[config.mk]
export PLATFORM = sky130hd
export DESIGN_NAME = freq_meter
export DESIGN_NICKNAME = d
export VERILOG_FILES = /design/src/rtl/freq_meter.sv
export SDC_FILE = /design/constraint.sdc
export NUM_CORES = 1
export LEC_CHECK = 0
export ABC_AREA = 1
export ABC_CLOCK_PERIOD_IN_PS = 2100
export CAP_MARGIN = 20
export CORE_ASPECT_RATIO = 1.25
export CORE_MARGIN = 4
export CORE_UTILIZATION = 50
export CTS_BUF_LIST = sky130_fd_sc_hd__clkbuf_2
export CTS_CLUSTER_DIAMETER = 150
export DETAILED_ROUTE_END_ITERATION = 6
export HOLD_SLACK_MARGIN = 0.02
export PLACE_DENSITY = 0.77
export SLEW_MARGIN = 20
export SYNTH_ARGS = -nofsm -noshare
export SYNTH_HDL_FRONTEND = slang
export SYNTH_SLANG_ARGS = --single-unit
[constraint.sdc]
create_clock -name BoardCLK -period 2.1 [get_ports BoardCLK]
set_clock_uncertainty 0.1 [all_clocks]
set_input_delay 0.315 -clock BoardCLK [delete_from_list [all_inputs] [get_ports BoardCLK]]
set_output_delay 0.315 -clock BoardCLK [all_outputs]
set_load 0.02 [all_outputs]
[src/rtl/freq_meter.sv]
// Gated-window frequency meter: counts synchronized rising edges of sig_in over
// GATE_CYCLES clocks and latches the total as packed BCD once per window.
module freq_meter #(
  parameter int CLK_HZ      = 50_000_000,
  parameter int GATE_CYCLES = 50_000_000,
  parameter int DIGITS      = 6
) (
  input  logic                  BoardCLK,
  input  logic                  rst_n,
  input  logic                  sig_in,
  output logic [4*DIGITS-1:0]   freq_bcd,
  output logic                  overflow,
  output logic                  valid,
  output logic                  gate
);

  localparam int GW = $clog2(GATE_CYCLES + 1);
  localparam int BW = 4 * DIGITS;

  if (GATE_CYCLES < 4 || DIGITS < 1 || DIGITS > 8 || CLK_HZ < 4) begin : g_bad_param
    $error("freq_meter: parameter out of range");
  end

  typedef enum logic [1:0] {
    S_GATE  = 2'd0,
    S_LATCH = 2'd1,
    S_CLEAR = 2'd2
  } state_t;

  state_t          r_state;
  state_t          w_state_next;
  logic            r_s1;
  logic            r_s2;
  logic            r_s3;
  logic            w_rise;
  logic [GW-1:0]   r_g;
  logic [GW-1:0]   w_g_next;
  logic [BW-1:0]   r_count;
  logic [BW-1:0]   w_count_next;
  logic            r_ovf;
  logic            w_ovf_next;
  logic [BW-1:0]   r_freq_bcd;
  logic [BW-1:0]   w_freq_next;
  logic            r_overflow;
  logic            w_overflow_next;
  logic            r_valid;
  logic            w_valid_next;
  logic            r_gate;

  // Decimal increment with per-digit carry; 9 rolls to 0 and carries upward.
  function automatic logic [BW-1:0] bcd_inc(input logic [BW-1:0] v);
    logic [BW-1:0] res;
    logic          carry;
    res   = v;
    carry = 1'b1;
    for (int i = 0; i < DIGITS; i++) begin
      if (carry) begin
        if (v[4*i +: 4] == 4'd9) begin
          res[4*i +: 4] = 4'd0;
          carry         = 1'b1;
        end else begin
          res[4*i +: 4] = v[4*i +: 4] + 4'd1;
          carry         = 1'b0;
        end
      end else begin
        res[4*i +: 4] = v[4*i +: 4];
      end
    end
    return res;
  endfunction

  function automatic logic all_nines(input logic [BW-1:0] v);
    logic res;
    res = 1'b1;
    for (int i = 0; i < DIGITS; i++) begin
      res = res & (v[4*i +: 4] == 4'd9);
    end
    return res;
  endfunction

  assign w_rise = r_s2 & ~r_s3;

  // Three-flop synchronizer; only r_s1 samples the asynchronous input.
  always_ff @(posedge BoardCLK or negedge rst_n) begin
    if (!rst_n) begin
      r_s1 <= 1'b0;
      r_s2 <= 1'b0;
      r_s3 <= 1'b0;
    end else begin
      r_s1 <= sig_in;
      r_s2 <= r_s1;
      r_s3 <= r_s2;
    end
  end

  // FSM state register.
  always_ff @(posedge BoardCLK or negedge rst_n) begin
    if (!rst_n) begin
      r_state <= S_GATE;
    end else begin
      r_state <= w_state_next;
    end
  end

  // Next-state and datapath decode for the gate/latch/clear cycle.
  always_comb begin
    w_state_next    = r_state;
    w_g_next        = r_g;
    w_count_next    = r_count;
    w_ovf_next      = r_ovf;
    w_freq_next     = r_freq_bcd;
    w_overflow_next = r_overflow;
    w_valid_next    = 1'b0;
    case (r_state)
      S_GATE: begin
        w_g_next = r_g + GW'(1);
        if (w_rise) begin
          // Saturate at all nines rather than wrap, and flag it for the window.
          if (all_nines(r_count)) begin
            w_ovf_next = 1'b1;
          end else begin
            w_count_next = bcd_inc(r_count);
          end
        end else begin
          w_count_next = r_count;
        end
        if (r_g == GW'(GATE_CYCLES - 1)) begin
          w_state_next = S_LATCH;
        end else begin
          w_state_next = S_GATE;
        end
      end
      S_LATCH: begin
        w_freq_next     = r_count;
        w_overflow_next = r_ovf;
        w_valid_next    = 1'b1;
        w_state_next    = S_CLEAR;
      end
      S_CLEAR: begin
        w_count_next = {BW{1'b0}};
        w_ovf_next   = 1'b0;
        w_g_next     = {GW{1'b0}};
        w_state_next = S_GATE;
      end
      default: begin
        w_count_next = {BW{1'b0}};
        w_ovf_next   = 1'b0;
        w_g_next     = {GW{1'b0}};
        w_state_next = S_GATE;
      end
    endcase
  end

  // Window counters and registered outputs.
  always_ff @(posedge BoardCLK or negedge rst_n) begin
    if (!rst_n) begin
      r_g        <= {GW{1'b0}};
      r_count    <= {BW{1'b0}};
      r_ovf      <= 1'b0;
      r_freq_bcd <= {BW{1'b0}};
      r_overflow <= 1'b0;
      r_valid    <= 1'b0;
      r_gate     <= 1'b0;
    end else begin
      r_g        <= w_g_next;
      r_count    <= w_count_next;
      r_ovf      <= w_ovf_next;
      r_freq_bcd <= w_freq_next;
      r_overflow <= w_overflow_next;
      r_valid    <= w_valid_next;
      r_gate     <= (w_state_next == S_GATE);
    end
  end

  assign freq_bcd = r_freq_bcd;
  assign overflow = r_overflow;
  assign valid    = r_valid;
  assign gate     = r_gate;

endmodule

# Yosys cells after proc, flatten, opt, wreduce, memory -nomap -nowiden
# Index checks and enable logic that the tools add are counted.
[op_classes]
add_sub_neg = 7
mul = 0
div_mod_pow = 0
n_lt_le_gt_ge = 0
eq_ne = 16
n_shift = 0
mux = 45
n_bitwise = 8
reduce_logical = 9
[op_table]
columns = ["op", "count"]
rows = [
  ["$pmux 26 s2", 1],
  ["$mux 24", 2],
  ["$pmux 24 s2", 1],
  ["$mux 4", 11],
  ["$mux 1", 28],
  ["$add 26x1->26 const B", 1],
  ["$eq 26x26->1 const B", 1],
  ["$add 4x1->4 const B", 6],
  ["$eq 4x4->1 const B", 6],
  ["$reduce_and 4->1", 5],
  ["$ne 2x2->1 const B", 8],
  ["$and 1x1->1", 6],
  ["$reduce_and 3->1", 2],
  ["$logic_not 2->1", 2],
  ["$pmux 2 s2", 1],
  ["$eq 2x1->1 const B", 1],
  ["$not 1->1", 2],
  ["$pmux 1 s2", 1],
]
[word_totals]
register_bits = 83
latch_bits = 0
mem_bits_rw = 0
romBits = 0
in_bits = 3
output_inout_bits = 27
word_cells = 101
n_memories = 0

# Logic depth before layout (Yosys ltp)
[logic_depth]
ltp_word = 29
mapped_depth = 11
mapped_depth_nobuf = 11

# Worst setup path before layout
# Ideal clock, no wire load.
[synth_path]
path_kind = "reg2reg"
startpoint = "register r_count[17]"
endpoint = "register r_count[20]"
setup_ns = 0.117
t_arrival_ns = 1.395
t_required_ns = 1.883
slack_ns = 0.488
path_stages_with_launch = 12
n_path_buf = 0
synth_period_minus_slack_ns = 1.612
path_cell_list = "dfrtp_1 inv_1 ha_1 nand2_1 nor2_1 inv_1 nand2_1 nand3_1 a21oi_2 nand2_2 nand2_1 nand2_1"
[synth_via]
elab_chain_cells = 8
elab_cells_between_ends = 11
cone_classes = "eq/ne (3); mux (5); bitwise (2); reduce/logical (1)"
[synth_rtl]
columns = ["item", "line_no", "source"]
rows = [
  ["start, declared", "38", "logic [BW-1:0] r_count;"],
  ["start signal, assigned", "158", "r_count <= {BW{1'b0}};"],
  ["start signal, assigned", "166", "r_count <= w_count_next;"],
  ["$eq 4x4->1 (*)", "58, 76", ""],
  ["$mux 1", "58", "if (v[4*i +: 4] == 4'd9) begin"],
  ["$mux 1", "57", "if (carry) begin"],
  ["$mux 1", "119", "if (all_nines(r_count)) begin"],
  ["$mux 1", "117", "if (w_rise) begin"],
  ["$mux 1", "114", "case (r_state)"],
  ["$ne 2x2->1 (no source line)", "-", ""],
  ["$reduce_and 4->1 (no source line) (*)", "-", ""],
]
# Mark *: on every way between the ends. The rest lies on a longest branch, timed or not. The select of a mux whose other input is x is not followed.
# A chain may end at the register's enable or synchronous reset.

# Final worst setup path
[layout_path]
startpoint = "register r_freq_bcd[17], in the netlist freq_bcd[17]"
endpoint = "output freq_bcd[17]"
[layout_rtl]
columns = ["item", "line_no", "source"]
rows = [
  ["start, declared", "42", "logic [BW-1:0] r_freq_bcd;"],
  ["start signal, assigned", "160", "r_freq_bcd <= {BW{1'b0}};"],
  ["start signal, assigned", "168", "r_freq_bcd <= w_freq_next;"],
  ["end, declared", "11", "output logic [4*DIGITS-1:0] freq_bcd,"],
]
# No word-level cell between the ends.

==> results.py <==
metrics = {
    "cts": {
        "clockBufferDepth": 2,
        "clk_pin_slew_ns": 0.25,
        "insertion_delay_ns": 0.55,
        "cts_tree": "yes",
        "numCtsBuffers": 9,
        "clockRootBuffer": "clkbuf_2",
        "cts_sinks": 82,
        "h-tree-depth": 3,
    },
    "sta": {
        "fin_crit_sh_pct": 94.31,
        "relSlewSlack_pct": 71.25,
        "layout_min_cycle_time_ns": 1.980,
        "maxSlewViolCount": 0,
        "finalSetupTns_ns": 0,
        "setup_viol_count_final": 0,
        "worst_pin_slew_ns": 0.4267,
        "max_freq_mhz": 504.9,
        "holdWs_ns": 0.2995,
        "hold_viol": 0,
        "rsz0062_at_grt": "true",
    },
    "grt": {
        "grt_overflow": 0,
        "grt_pass1_vias": 3598,
        "grt_pass1_wl_um": 16730,
        "grt.total_usage_pct": 20.41,
        "grt_max_degree": 42,
        "antenna_found_initial": 0,
    },
    "worst_setup_path": {
        "cp_num_cells": 1,
        "criticalPathCategory": "flip-flop to output port",
        "cp-startpoint": "freq_bcd[17]",
        "cp_slowest_cell": "clkdlybuf4s50_1",
        "worst_setup_path_start_kind": "flip-flop",
        "critPathBufInv": 1,
        "r2r_cells": 8,
        "path_cells": "clkdlybuf4s50_1",
        "r2r_start": "r_state[0]",
        "critPathMaxStageDelay_ns": 0.61,
        "ff2ff_setup_slack_ns": 0.19,
        "critPathRequiredTime_ns": 1.68,
        "path_max_fanout": 2,
        "arrival_ns": 1.57,
        "endpoint_kind": "output port",
        "cp_top_family": "buffers and inverters",
    },
    "final_layout": {
        "diodes": 0,
        "drive_gt1_share_pct": 9.233,
        "final_nets": 585,
        "fin_util_pct": 59.40,
        "fin_area_um2": 4895,
        "area_growth_pct": 15.77,
    },
    "synthesis": {
        "synth_top_area_share_pct": 48.54,
        "synthTopCellsByCount": "nand2_1 (157), dfrtp_1 (82), nor2_1 (59)",
        "async_flop_share_pct": 100.0,
        "synth.cell_area_um2": 4228,
        "synth_nets": 540,
        "ys_dominant_reg_cell": "dfrtp_1",
        "synth_seq_area_share_pct": 48.54,
        "synth.largest_area_cell": "dfrtp_1",
        "synth_top_cells_by_area": "dfrtp_1 (49%), nand2_1 (14%), nor2_1 (5.2%)",
        "synth_warnings": 0,
        "yosysMostFrequentCell": "nand2_1",
        "synth_area_per_cell_um2": 8.068,
        "synth_edf_count": 0,
        "synth_seq_cells": 82,
        "synth_cell_type_count": 37,
        "syn_inst": 524,
    },
    "die": {
        "die_w_um": 90.25,
        "start_util_pct": 51.31,
        "die_h_um": 110.8,
        "core_area_um2": 8240,
        "pin_count": 30,
        "row_count": 37,
        "dieArea_um2": 10000,
    },
    "pwr": {
        "vdd_drop_max_uv": 456.4,
        "p_per_area_nw_per_um2": 623.1,
        "leakagePower_nw": 2.382,
    },
    "drt": {
        "firstDrtPassIters": 4,
        "antenna_left": 0,
        "drcViolationCount": 0,
        "wl_um": 9585,
        "wire_per_inst_um": 14.28,
        "drtIter0Drc": 236,
        "vias": 3620,
        "viasPerCell": 5.395,
    },
    "run": {
        "maxCapViolations": 0,
    },
    "worst_hold_path": {
        "min_path_cells": 0,
        "hold_class": "flip-flop to flip-flop",
        "holdCritStartpoint": "r_s1",
    },
    "place": {
        "io_buffers": 29,
        "hpwl_um": 6886,
        "gp_congestion": 0.8817,
        "dpl_cell_area_um2": 4674,
    },
    "outcome": {
        "status": "completed",
    },
}
==> cell usage in the layout, fill, tap and decap left out, types with 2 or more instances in the layout <==
| cell | count |
|---|---|
| inv_2 | 4 |
| a21oi_1 | 12 |
| buf_4 | 13 |
| dlygate4sd3_1 | 4 |
| xnor2_1 | 4 |
| nand2_1 | 157 |
| nand4_1 | 16 |
| dlymetal6s2s_1 | 3 |
| xor2_1 | 8 |
| nor2_1 | 58 |
| dfrtp_1 | 80 |
| bufinv_16 | 3 |
| o21ai_1 | 5 |
| inv_1 | 35 |
| nand2_4 | 2 |
| nand3_2 | 2 |
| nor2_2 | 2 |
| nor3_1 | 22 |
| o21ai_0 | 33 |
| clkdlybuf4s50_1 | 24 |
| clkbuf_2 | 9 |
| clkinv_1 | 2 |
| dfrtp_2 | 2 |
| nand4_2 | 2 |
| ha_1 | 13 |
| nor2_4 | 4 |
| a21oi_2 | 2 |
| a31oi_1 | 2 |
| nand3_1 | 35 |
==> power breakdown <==
part | total [mW] | leakage (nW) | internal, mW | switching, mW
Combinational | 0.254 | 1.18 | 0.103 | 0.150
Clock | 1.09 | 0.0891 | 0.513 | 0.577
Sequential | 1.71 | 1.11 | 1.63 | 0.0754
==> layout make-up <==
type / count / area, um2
Fill cell: 703 / 3346
Inverter: 40 / 152.6
Multi-Input combinational cell: 390 / 1961
Clock buffer: 9 / 45.04
Tap cell: 97 / 121.4
Clock inverter: 7 / 116.4
Sequential cell: 82 / 2054
Timing Repair Buffer: 46 / 444.2
==> per-layer routing <==
| metal | global-route usage [%] | routed length, um | vias up |
|---|---|---|---|
| li1 | - | - | 1797 |
| met1 | 24.60 | 4117 | 1734 |
| met2 | 35.29 | 4907 | 74 |
| met3 | 4.141 | 403 | 15 |
| met4 | 8.682 | 156 | 0 |
| met5 | 0 | 0 | - |
==> per-stage QoR <==
stage	total power [mW]	worst slack [ns]	instances
floorplan	1.873	0.4884	524
global placement	1.962	0.2738	650
detailed placement	1.982	0.1953	650
CTS	3.068	0.04288	670
global route	3.182	-0.001633	671
finish	3.050	0.1196	671
==> repair_timing <==
| item | in CTS | in global routing |
|---|---|---|
| cloned | 0 | 0 |
| resized for setup | 2 | 5 |
| hold buffers | 3 | 1 |
| endpoints found under the hold margin | 82 | 1 |
| buffers inserted | 1 | 0 |
| setup endpoints to repair | 1 | 13 |
==> final timing paths <==
| kind | endpoint |
|---|---|
| min in group asynchronous | r_g[21] |
| hold reg to reg | r_s2 |
| max in group asynchronous | r_g[7] |
| hold / removal | r_s2 |
| setup / recovery | freq_bcd[17] |
| setup reg to reg | r_count[22] |
==> sequential cells by signal, indices dropped and copies added, names as in the netlist, 2 cells and up <==
register and count:
r_state 2, freq_bcd 24, r_count 24, r_g 26
==> logic make-up after synthesis <==
| kind of cell | count (synthesis) | share of synthesized area (%) |
|---|---|---|
| AND/OR/NAND/NOR | 307 | 32.55 |
| flip-flops | 82 | 48.54 |
| AO/OA/AOI/OAI | 58 | 7.428 |
| buffers and inverters | 52 | 5.149 |
| adder cells (fa/ha/maj) | 13 | 3.847 |
| XOR/XNOR | 12 | 2.486 |
Note: power is estimated with default switching activity, not from simulation.
